`src/rtl/press_classifier_pkg.sv`:
```
// Shared types and default timing for the push-button gesture classifier.
// Constants only; no logic, so no latency.
// No flow control is involved.
package press_classifier_pkg;

   // FSM state encoding
   typedef enum logic [1:0] {
      IDLE   = 2'd0,
      PRESS1 = 2'd1,
      GAP    = 2'd2,
      HOLD   = 2'd3
   } state_t;

   // Default tick counts for the 100 Hz sample clock
   localparam int LONG_TICKS_DEF   = 100;  // 1 s held -> long press
   localparam int DCLICK_TICKS_DEF = 30;   // 0.3 s low -> double-press window closes
   localparam int CNT_W_DEF        = 8;

endpackage

```
`src/rtl/press_classifier.sv`:
```
// Classifies debounced button gestures into short / double / long press pulses.
// Pulses appear one cycle after the deciding sample edge; busy decodes the state register.
// No backpressure: pulses are one-cycle events that downstream must sample when asserted.
module press_classifier
   import press_classifier_pkg::*;
#(
   parameter int LONG_TICKS   = LONG_TICKS_DEF,
   parameter int DCLICK_TICKS = DCLICK_TICKS_DEF,
   parameter int CNT_W        = CNT_W_DEF
) (
   input  logic clk,
   input  logic rst_n,
   input  logic pb_debounced,
   output logic short_press,
   output logic double_press,
   output logic long_press,
   output logic busy
);

   localparam logic [CNT_W-1:0] LONG_LAST   = CNT_W'(LONG_TICKS - 1);
   localparam logic [CNT_W-1:0] DCLICK_LAST = CNT_W'(DCLICK_TICKS - 1);
   localparam logic [CNT_W-1:0] CNT_ONE     = CNT_W'(1);

   state_t           state, state_nxt;
   logic [CNT_W-1:0] cnt, cnt_nxt;
   logic             pb_q;
   logic             short_nxt, double_nxt, long_nxt;
   logic             rise;

   // A gesture only starts on a genuine 0->1 transition of the button level
   assign rise = pb_debounced && !pb_q;
   assign busy = (state != IDLE);

   // State, shared tick counter, edge register and registered event pulses.
   // pb_q resets high so a button held through reset cannot look like a fresh rise.
   always_ff @(posedge clk or negedge rst_n) begin
      if (!rst_n) begin
         state        <= IDLE;
         cnt          <= '0;
         pb_q         <= 1'b1;
         short_press  <= 1'b0;
         double_press <= 1'b0;
         long_press   <= 1'b0;
      end else begin
         state        <= state_nxt;
         cnt          <= cnt_nxt;
         pb_q         <= pb_debounced;
         short_press  <= short_nxt;
         double_press <= double_nxt;
         long_press   <= long_nxt;
      end
   end

   // Next-state, counter update and pulse decisions; pulses default low every cycle
   always_comb begin
      state_nxt  = state;
      cnt_nxt    = cnt;
      short_nxt  = 1'b0;
      double_nxt = 1'b0;
      long_nxt   = 1'b0;
      case (state)
         IDLE: begin
            if (rise) begin
               state_nxt = PRESS1;
               cnt_nxt   = CNT_ONE;
            end
         end
         PRESS1: begin
            if (pb_debounced) begin
               if (cnt == LONG_LAST) begin
                  long_nxt  = 1'b1;
                  state_nxt = HOLD;
               end else begin
                  cnt_nxt = cnt + CNT_ONE;
               end
            end else begin
               state_nxt = GAP;
               cnt_nxt   = CNT_ONE;
            end
         end
         GAP: begin
            if (pb_debounced) begin
               double_nxt = 1'b1;
               state_nxt  = HOLD;
            end else if (cnt == DCLICK_LAST) begin
               short_nxt = 1'b1;
               state_nxt = IDLE;
            end else begin
               cnt_nxt = cnt + CNT_ONE;
            end
         end
         HOLD: begin
            // Second presses and long holds both end here; only release matters
            if (!pb_debounced) begin
               state_nxt = IDLE;
               cnt_nxt   = '0;
            end
         end
         default: begin
            state_nxt = IDLE;
            cnt_nxt   = '0;
         end
      endcase
   end

endmodule

```
`config.mk`:
```
export PLATFORM = sky130hd
export DESIGN_NAME = press_classifier
export DESIGN_NICKNAME = d
export VERILOG_FILES = /design/src/rtl/press_classifier_pkg.sv /design/src/rtl/press_classifier.sv
export SDC_FILE = /design/constraint.sdc
export NUM_CORES = 1
export LEC_CHECK = 0
export BUFFER_PORTS_ARGS = -buffer_cell sky130_fd_sc_hd__buf_2
export CAP_MARGIN = 5
export CORE_AREA = 3 3 51 53
export CTS_CLUSTER_SIZE = 10
export DETAILED_ROUTE_END_ITERATION = 7
export DIE_AREA = 0 0 54 56
export HOLD_SLACK_MARGIN = 0.06
export PLACE_DENSITY_LB_ADDON = 0.25
export SLEW_MARGIN = 20
export SYNTH_ARGS = -nofsm -noshare
export SYNTH_HDL_FRONTEND = slang
export SYNTH_SLANG_ARGS = --single-unit
```
`constraint.sdc`:
```
create_clock -name clk -period 3.3 [get_ports clk]
set_input_delay 0.165 -clock clk [delete_from_list [all_inputs] [get_ports clk]]
set_output_delay 0.165 -clock clk [all_outputs]
set_load 0.005 [all_outputs]
```
[Word level (Yosys, flattened, before mapping)]
Index checks and enable logic that the tools add are counted.
Storage, ports and cells
  register bits: 14
  word-level logic and storage cells: 47
  bits in latches: 0
  ROM bits: 0
  memory bits (writable): 0
  memories: 0
Cells by class
  multiplexer cells: 22
  multipliers: 0
  $lt $le $gt $ge: 0
  equality and inequality tests: 12
  add/subtract/negate cells: 1
  bitwise gates (word level): 0
  shift-type cells: 0
  reductions and logical operators: 6
  div/mod/pow operators: 0
Operators by type and width (count)
  2-to-1 mux 8 bit: 6
  one-hot mux 8 bit (4 select lines): 1
  2-to-1 mux 2 bit: 6
  inequality test 3 bit, second input constant: 3
  adder 8 x 1 -> 8 bit, second input constant: 1
  equality test 8 x 5 -> 1 bit, second input constant: 1
  equality test 8 x 7 -> 1 bit, second input constant: 1
  2-to-1 mux 1 bit: 8
  inequality test 2 bit, second input constant: 4
  one-hot mux 2 bit (4 select lines): 1
  AND reduction 5 bit: 1
  equality test 2 bit, second input constant: 2
  AND reduction 4 bit: 1
  equality test 2 x 1 -> 1 bit, second input constant: 1
  zero test 2 bit: 1
  nonzero test 2 bit: 1
  logical AND 1 bit: 1
  zero test 1 bit: 1

[Depth between registers and ports, before layout]
Gate-level depths: netlist of the first run.
  depth in word-level cells: 4
  gate-level depth with buffers: 7

[Least setup slack after synthesis of the first run]
Ideal clock, no wire load.
  path kind: flip-flop to flip-flop
  start point: register cnt[0]
  end point: register cnt[1]
  data arrival time: 1.714 ns
  required time: 3.175 ns
  slack: 1.461 ns
  setup time: 0.125 ns
  cell stages (with the launch flop): 7
  clock period less this slack: 1.839 ns
  path through: dfrtp_1 > ha_1 > and4b_4 > and3b_1 > buf_6 > nor3_2 > mux2_4
Between the ends
  word-level cells in the longest chain between the ends: 4
  elaborated cells on any way between the ends: 11
  those cells by class: add/sub: 1; eq/ne: 4; mux: 5; reduce/logical: 1
Ends and longest elaborated chain
  from (decl): RTL line press_classifier.sv:25  | logic [CNT_W-1:0] cnt, cnt_nxt;
  from (signal assigned): RTL line press_classifier.sv:46  | cnt <= cnt_nxt;
  adder 8 x 1 -> 8 bit: RTL line press_classifier.sv:74, press_classifier.sv:89
  2-to-1 mux 8 bit, on equally long branches: RTL line press_classifier.sv:85, press_classifier.sv:70
  2-to-1 mux 8 bit, on equally long branches: RTL line press_classifier.sv:82, press_classifier.sv:69
  one-hot mux 8 bit (4 select lines): RTL line press_classifier.sv:61  | case (state)
Parallel ways exist; a longest one is shown, timed or not. The select of a mux whose other input is x is not followed.
A chain may end at the register's enable or synchronous reset.

[Worst setup path in the final report of the first run]
Ends and elaborated chain as after synthesis.

==> flow_metrics.env, run 1 <==
export IMPL_r2r_cells=5
export IMPL_post_dp_hpwl_mm=1.26
export IMPL_clock_sinks=14
export IMPL_syn_nets=90
export IMPL_antenna_found_initial=0
export IMPL_grt_start_max_net_pins=15
export IMPL_hp_class="input port to async pin"
export IMPL_start_util_pct=39.6
export IMPL_avgSynthCellArea_um2=10.2
export IMPL_gr_total_overflow=0
export IMPL_drive_gt1_share_pct=24.7
export IMPL_end_kind="register"
export IMPL_crit_required_ns=3.48
export IMPL_antenna_cells=0
export IMPL_crit_arrival_ns=2.17
export IMPL_peakVddDrop_uv=294
export IMPL_drt_total_wl_mm=1.77
export IMPL_yosys_warnings=0
export IMPL_synth_seq_area_share_pct=40.5
export IMPL_cts_path_max_buffers=2
export IMPL_fin_skew_ns=0.00638
export IMPL_drt_iter0_drc=26
export IMPL_synth_seq_cells=14
export IMPL_path_clk_slew_ns=0.09
export IMPL_n_fill_cell=194
export IMPL_synth_cell_area_um2=867
export IMPL_insertion_delay_ns=0.29
export IMPL_htreeDepth=1
export IMPL_num_nets_final=99
export IMPL_rr_endpoint="cnt[1]"
export IMPL_synthTopCellsByCount="dfrtp_1, nand2_1, nor2_1"
export IMPL_rsz0062_at_grt="false"
export IMPL_period_needed_ns=1.99
export IMPL_regToRegStartpoint="cnt[0]"
export IMPL_worst_pin_slew_ns=0.458
export IMPL_cts_tree="yes"
export IMPL_startpoint_type="register"
export IMPL_die_width_um=54
export IMPL_setup_viol=0
export IMPL_hold_viol_final=0
export IMPL_fmax_mhz=502
export IMPL_synth_edff_count=0
export IMPL_viasPerCell=5.88
export IMPL_ys_top_cells_by_area="dfrtp_1, dfstp_2, ha_1"
export IMPL_design_area_um2=962
export IMPL_leakage_nw=0.428
export IMPL_grt_pass1_vias=611
export IMPL_total_power_uw=547
export IMPL_netlist_area_leader_share_pct=37.5
export IMPL_wl_per_cell_um=14.7
export IMPL_die_area_mm2=0.00302
export IMPL_period_share_pct=60.4
export IMPL_die_h_um=56
export IMPL_ys_flop_type="dfrtp_1"
export IMPL_grt_pass1_wl_mm=2.89
export IMPL_rows=17
export IMPL_cts_root_buf="clkbuf_4"
export IMPL_slew_violations=0
export IMPL_io_pins=7
export IMPL_core_mm2=0.00219
export IMPL_drt_antenna_violating_nets=0
export IMPL_slew_headroom_pct=69.4
export IMPL_drtPass1Iterations=4
export IMPL_cts_inserted_buffers=3
export IMPL_utilization_pct=43.9
export IMPL_grt_use_total_pct=13.2
export IMPL_ys_types=46
export IMPL_status="finished clean"
export IMPL_area_growth_pct=11.0
export IMPL_yosysMostFrequentCell="dfrtp_1"
export IMPL_vias=712
export IMPL_max_cap_violations=0
export IMPL_drc=0
export IMPL_fin_tns_setup_ns=0
export IMPL_placed_area_um2=906
export IMPL_cp_max_fo=7
export IMPL_synth_largest_area_cell="dfrtp_1"
export IMPL_p_per_area_mw_per_mm2=569
export IMPL_place_port_buffers=6
export IMPL_worstSetupPathType="register to register"
export IMPL_async_flop_share_pct=100
export IMPL_gp_congestion=0.885
export IMPL_reg2reg_slack_ns=1.31
export IMPL_syn_instance_count=85
export IMPL_cts_setup_buffers=0
metrics by stage:
stage	worst slack [ns]	cells	hold WS [ns]
finish	1.31	121	0.295
detailed placement	1.34	115	0.0858
floorplan	1.46	85	-0.131
global route	1.25	121	0.315
CTS	1.31	121	0.302
global placement	1.29	115	0.0854
metal layers:
| metal | part of all wire [%] | wire length [um] | global-route usage, % | vias up |
|---|---|---|---|---|
| li1 | - | - | - | 340 |
| met3 | 6.0 | 107 | 4.02 | 2 |
| met1 | 49 | 861 | 19.1 | 345 |
| met5 | 0 | 0 | 0 | - |
| met4 | 1.1 | 19 | 5.34 | 0 |
| met2 | 44 | 785 | 17.8 | 25 |
where the power goes:
| part | internal (mW) | switching, mW | total (mW) | leakage, nW |
|---|---|---|---|---|
| sequential | 0.197 | 0.0467 | 0.243 | 0.184 |
| combinational | 0.0895 | 0.0875 | 0.177 | 0.224 |
| clock | 0.0672 | 0.0595 | 0.127 | 0.0210 |
| total | 0.353 | 0.194 | 0.547 | 0.428 |
placed cells by master, fill, tap and decap left out, drive strengths merged, types with 3 or more instances in the layout:
master	n
a22o	3
inv	3
clkbuf	4
dfrtp	13
nand2b	3
a21oi	3
nor3	5
and2	3
nand3	3
and3	3
buf	6
nand2	4
nor2	4
flip-flops by register name (all words and copies together) (netlist names):
name,flops
state,2
pb_q,1
short_press,1
double_press,1
long_press,1
cnt,8
worst max path at each step:
| stage | startpoint | endpoint | slack [ns] | depth (start not counted) |
|---|---|---|---|---|
| floorplan | cnt[0] | cnt[1] | 1.46 | 6 |
| global placement | cnt[0] | cnt[1] | 1.29 | 5 |
| detailed placement | cnt[0] | cnt[1] | 1.34 | 5 |
| CTS | cnt[0] | cnt[1] | 1.31 | 5 |
| global route | cnt[0] | cnt[1] | 1.25 | 5 |
| finish | cnt[0] | cnt[1] | 1.31 | 5 |
cells by family (layout without fill, tap and decap cells):
group           count (synthesis)  count (layout)  share of synthesized area (%)
compound gates                 19              19                           16.7
fa+ha+maj                       2               2                           2.89
buf+inv                         7              15                           4.33
flops                          14              14                           40.5
mux                             2               2                           3.03
simple gates                   41              41                           32.5
layout make-up:
class / instances / area [um2] / share of cell area, %
clock buffers: 4 / 36.3 / 3.77
inverters: 3 / 11.3 / 1.17
multi-input cells: 64 / 478 / 49.7
flip-flops and latches: 14 / 352 / 36.5
well taps: 28 / 35.0 / 3.64
repair buffers: 8 / 50.0 / 5.20
worst max-delay path, stage by stage (launching register included):
cell     delay [ns]
dfrtp_1        0.47
ha_1           0.23
and4b_4        0.21
and3b_1        0.26
nor3_2         0.37
mux2_4         0.33
what timing repair did:
| item | CTS | global route |
|---|---|---|
| hold buffers | 2 | 0 |
| gates resized for setup | 0 | 0 |
| endpoints found under the hold margin | 15 | 0 |
No activity file was read; power rests on OpenSTA's default activity.
==> run 2, diff against run 1 <==
==> constraint.sdc (replaced) <==
create_clock -name clk -period 1.9 [get_ports clk]
set_input_delay 0.095 -clock clk [delete_from_list [all_inputs] [get_ports clk]]
set_output_delay 0.095 -clock clk [all_outputs]
set_load 0.005 [all_outputs]
==> run 2 against run 1 <==
Net effect: die area unchanged; sequential cell count unchanged; routed wire length increased by 3.9%; core utilization increased by 2.3 points; fmax increased by 8.6%; total power increased by 76%; highest routed layer unchanged.
==> flow_metrics.env, run 2 (synthesis gave the netlist of run 1 again) <==
export IMPL_core_mm2=0.00219
export IMPL_layout_commonest_cell="dfrtp_1"
export IMPL_cts_inserted_buffers=3
export IMPL_cts_setup_buffers=0
export IMPL_cts_path_max_buffers=2
export IMPL_path_clk_slew_ns=0.08
export IMPL_post_dp_hpwl_mm=1.35
export IMPL_place_port_buffers=6
export IMPL_regToRegStartpoint="cnt[2]"
export IMPL_grt_pass1_vias=693
export IMPL_gr_total_overflow=0
export IMPL_cts_root_buf="clkbuf_4"
export IMPL_design_area_mm2=0.00101
export IMPL_period_share_pct=96.5
export IMPL_power_frac_seq_pct=40.1
export IMPL_power_share_clock_pct=18.0
export IMPL_setup_viol=0
export IMPL_n_fill_cell=201
export IMPL_grt_use_total_pct=13.7
export IMPL_die_area_mm2=0.00302
export IMPL_cts_tree="yes"
export IMPL_drt_total_wl_mm=1.84
export IMPL_wl_per_cell_um=14.4
export IMPL_hold_viol_final=0
export IMPL_r2r_cells=4
export IMPL_area_growth_pct=16.7
export IMPL_antenna_cells=0
export IMPL_period_needed_ns=1.83
export IMPL_p_int_uw=621
export IMPL_top_regs="cnt: 8 flops, state: 2 flops"
export IMPL_cp_max_fo=4
export IMPL_max_cap_violations=0
export IMPL_io_pins=7
export IMPL_drive_gt1_share_pct=30.0
export IMPL_vias=726
export IMPL_utilization_pct=46.2
export IMPL_htreeDepth=1
export IMPL_start_util_pct=39.6
export IMPL_clock_sinks=14
export IMPL_fin_skew_ns=0.00565
export IMPL_regMostFlops="cnt"
export IMPL_gp_congestion=0.935
export IMPL_regArea_um2=352
export IMPL_rsz0062_at_grt="true"
export IMPL_antenna_found_initial=0
export IMPL_viasPerCell=5.67
export IMPL_swShare_pct=35.7
export IMPL_crit_required_ns=2.07
export IMPL_drtPass1Iterations=4
export IMPL_reg2reg_slack_ns=0.07
export IMPL_multiInputGateArea_um2=485
export IMPL_crit_arrival_ns=2.00
export IMPL_drt_iter0_drc=34
export IMPL_die_h_um=56
export IMPL_largest_reg_flops=8
export IMPL_p_per_area_mw_per_mm2=953
export IMPL_worstSetupPathType="register to register"
export IMPL_peakVddDrop_uv=501
export IMPL_insertion_delay_ns=0.28
export IMPL_startpoint_type="register"
export IMPL_rows=17
export IMPL_fmax_mhz=545
export IMPL_status="finished clean"
export IMPL_p_switching_uw=344
export IMPL_drt_antenna_violating_nets=0
export IMPL_slew_violations=0
export IMPL_hp_class="input port to async pin"
export IMPL_placed_area_um2=958
export IMPL_num_nets_final=106
export IMPL_die_width_um=54
export IMPL_end_kind="register"
export IMPL_grt_pass1_wl_mm=3.09
export IMPL_worst_pin_slew_ns=0.393
export IMPL_rr_endpoint="cnt[2]"
export IMPL_final_cell_mix="dfrtp_1, buf_4, buf_2"
export IMPL_leakage_nw=0.458
export IMPL_grt_start_max_net_pins=15
export IMPL_drc=0
export IMPL_slew_headroom_pct=73.8
export IMPL_p_comb_share_pct=41.9
-- run 2: changes by cell type in the layout (fill, tap and decap cells not counted), sizes merged --
cell / before / now
buf: 6 / 13
-- run 2: how the worst max path moves through the flow --
| stage | from | endpoint | slack, ns | cells past startpoint |
|---|---|---|---|---|
| after floorplan | cnt[0] | cnt[1] | 0.06 | 6 |
| after global placement | cnt[2] | cnt[2] | 0.08 | 4 |
| after detailed placement | cnt[0] | cnt[1] | 0.05 | 5 |
| after CTS | cnt[1] | cnt[1] | 0.03 | 6 |
| after global routing | cnt[2] | cnt[2] | -0.0003 | 4 |
| final | cnt[2] | cnt[2] | 0.07 | 4 |
-- run 2: area by class of cell --
| cell class | count | share of cell area (%) |
|---|---|---|
| multi-input cells | 64 | 48.0 |
| flip-flops and latches | 14 | 34.7 |
| repair buffers | 15 | 10.1 |
| well taps | 28 | 3.46 |
| clock buffers | 4 | 2.60 |
| inverters | 3 | 1.11 |
-- run 2: per-stage QoR --
step	hold WS, ns	TNS, ns	std cells	power (mW)	worst slack (ns)
final	0.235	0	128	0.965	0.0664
after global routing	0.242	-0.000327	128	1.05	-0.000327
after CTS	0.246	0	128	0.962	0.0266
after detailed placement	0.00425	0	122	0.781	0.0486
after global placement	0.00511	0	122	0.773	0.0826
after floorplan	-0.201	0	85	0.657	0.0608
-- run 2: metal layers --
metal | routed length, um | vias up | track usage, % | part of all wire, %
li1 | - | 351 | - | -
met1 | 872 | 344 | 18.7 | 47
met2 | 819 | 25 | 19.9 | 44
met3 | 112 | 6 | 2.68 | 6.1
met4 | 37 | 0 | 7.47 | 2.0
met5 | 0 | - | 0 | 0
-- run 2: power by group through the flow --
stage | clock (mW) | combinational [mW] | sequential (mW)
2_1_floorplan | 0 | 0.269 | 0.388
3_3_place_gp | 0 | 0.380 | 0.393
3_5_place_dp | 0 | 0.388 | 0.393
4_1_cts | 0.182 | 0.392 | 0.388
5_1_grt | 0.204 | 0.445 | 0.398
6_report | 0.173 | 0.404 | 0.387
-- run 2: timing repair --
action | CTS | global route
hold buffers | 2 | 0
endpoints found under the hold margin | 15 | 0
resized for setup | 0 | 2
setup endpoints to repair | 0 | 1
-- run 2: worst max-delay path, cell delays in order, from the launching register on --
cell      delay [ns]
dfrtp_1         0.43
or4_4           0.51
nor3_4          0.27
nand4b_1        0.18
mux2_2          0.34
==> run 3, diff against run 2 <==
--- a/config.mk
+++ b/config.mk
@@ -13,7 +13,9 @@
 export DIE_AREA = 0 0 54 56
 export HOLD_SLACK_MARGIN = 0.06
 export PLACE_DENSITY_LB_ADDON = 0.25
+export SETUP_SLACK_MARGIN = 0.3
 export SLEW_MARGIN = 20
 export SYNTH_ARGS = -nofsm -noshare
 export SYNTH_HDL_FRONTEND = slang
 export SYNTH_SLANG_ARGS = --single-unit
+export TNS_END_PERCENT = 100
==> run 3 against run 2 <==
Net effect: non-clock buffer count rose by 13; final cell count rose by 10%; register-to-register slack gained 0.07 ns; critical path depth increased by 1; total power grew 18%; fmax is 4.0% higher; die area unchanged; largest power group unchanged; critical path type unchanged; clock power up 6%; global-route usage rose by 4.2 points.
==> flow_metrics.env, run 3 (synthesis gave the netlist of run 1 again) <==
export IMPL_gr_total_overflow=0
export IMPL_cts_tree="yes"
export IMPL_drt_antenna_violating_nets=0
export IMPL_cts_root_buf="clkbuf_4"
export IMPL_peakVddDrop_uv=408
export IMPL_die_area_mm2=0.00302
export IMPL_fmax_mhz=567
export IMPL_crit_arrival_ns=1.94
export IMPL_final_cell_mix="buf_4, dfrtp_1, buf_2"
export IMPL_final_cells=141
export IMPL_hold_viol_final=0
export IMPL_core_mm2=0.00219
export IMPL_period_share_pct=92.8
export IMPL_cts_path_max_buffers=2
export IMPL_viasPerCell=5.81
export IMPL_startpoint_type="register"
export IMPL_io_pins=7
export IMPL_cts_inserted_buffers=3
export IMPL_hp_class="input port to register"
export IMPL_area_growth_pct=35.2
export IMPL_regMostFlops="cnt"
export IMPL_die_h_um=56
export IMPL_start_util_pct=39.6
export IMPL_rows=17
export IMPL_use_met1_pct=19.2
export IMPL_drtPass1Iterations=4
export IMPL_finalWorstSetupSlack_ns=0.136
export IMPL_drive_gt1_share_pct=44.2
export IMPL_fin_hold_ws_ns=0.117
export IMPL_grt_use_total_pct=18.0
export IMPL_dp_slack_ns=0.0727
export IMPL_crit_required_ns=2.08
export IMPL_n_fill_cell=196
export IMPL_insertion_delay_ns=0.29
export IMPL_setup_viol=0
export IMPL_p_per_area_mw_per_mm2=967
export IMPL_top_usage_layer="met2"
export IMPL_top_regs="cnt: 8 flops, state: 2 flops"
export IMPL_end_kind="register"
export IMPL_clock_sinks=14
export IMPL_worstSetupPathType="register to register"
export IMPL_regArea_um2=355
export IMPL_worst_pin_slew_ns=0.412
export IMPL_design_area_mm2=0.00117
export IMPL_antenna_cells=0
export IMPL_multiInputGateArea_um2=537
export IMPL_fin_skew_ns=0.00278
export IMPL_layout_commonest_cell="buf_4"
export IMPL_placed_area_um2=963
export IMPL_slew_violations=0
export IMPL_utilization_pct=53.5
export IMPL_leakage_nw=0.538
export IMPL_grt_pass1_wl_mm=3.92
export IMPL_slew_headroom_pct=72.1
export IMPL_total_power_mw=1.13
export IMPL_gp_congestion=0.865
export IMPL_max_cap_violations=0
export IMPL_drt_total_wl_mm=2.41
export IMPL_path_clk_slew_ns=0.08
export IMPL_r2r_cells=5
export IMPL_vias=819
export IMPL_cp_max_fo=4
export IMPL_drc=0
export IMPL_drt_iter0_drc=35
export IMPL_place_inst=121
export IMPL_use_met2_pct=28.7
export IMPL_largest_reg_flops=8
export IMPL_wl_per_cell_um=17.1
export IMPL_status="finished clean"
export IMPL_min_path_cells=2
export IMPL_post_dp_hpwl_mm=1.49
export IMPL_grt_start_max_net_pins=15
export IMPL_antenna_found_initial=0
export IMPL_grt_met3_usage_pct=4.56
export IMPL_period_needed_ns=1.76
export IMPL_place_port_buffers=6
export IMPL_die_width_um=54
export IMPL_num_nets_final=119
export IMPL_grt_pass1_vias=837
export IMPL_fin_tns_setup_ns=0
export IMPL_rsz0062_at_grt="true"
export IMPL_htreeDepth=1
-- run 3: cell types whose count changed in the layout (fill, tap and decap cells not counted), moves of 2 or more --
cell / before / now
ha_1: 2 / 0
buf_6: 0 / 2
dfrtp_2: 0 / 3
buf_4: 7 / 18
dfrtp_1: 13 / 10
-- run 3: where the power goes --
part	switching, mW	total (mW)	internal, mW
clock network	0.101	0.183	0.0818
registers	0.0552	0.401	0.346
logic	0.256	0.550	0.294
-- run 3: worst paths after layout --
check	slack (ns)	end	start
worst max-delay path	0.14	cnt[0]	cnt[7]
worst min-delay path	0.12	short_press	pb_debounced
worst max register to register	0.14	cnt[0]	cnt[7]
worst min register to register	0.54	state[0]	pb_q
max in group asynchronous	1.38	pb_q	rst_n
min in group asynchronous	0.23	state[0]	rst_n
-- run 3: critical path: stages, from the launching register on --
cell and delay, ns:
dfrtp_1 0.41, or4_4 0.55, nor3_4 0.21, nor3_4 0.09, buf_4 0.15, o221a_4 0.25
-- run 3: routing by layer --
metal / share of wire (%) / wire (um)
met1: 40 / 967
met2: 51 / 1220
met3: 4.7 / 114
met4: 4.5 / 108
met5: 0 / 0
-- run 3: final cells by class --
cell class	instances	area share, %
multi-input combinational	64	45.8
timing repair buffer	28	17.7
clock buffer	4	2.24
inverter	3	0.961
tap	28	2.99
sequential	14	30.3
-- run 3: repair_timing --
action                                  in CTS  in global routing
endpoints found under the hold margin       15                  0
resized for setup                           12                  2
pin swaps                                    5                  2
endpoints found under the setup margin       8                  9
hold buffers                                 2                  0
setup buffers                               14                  0
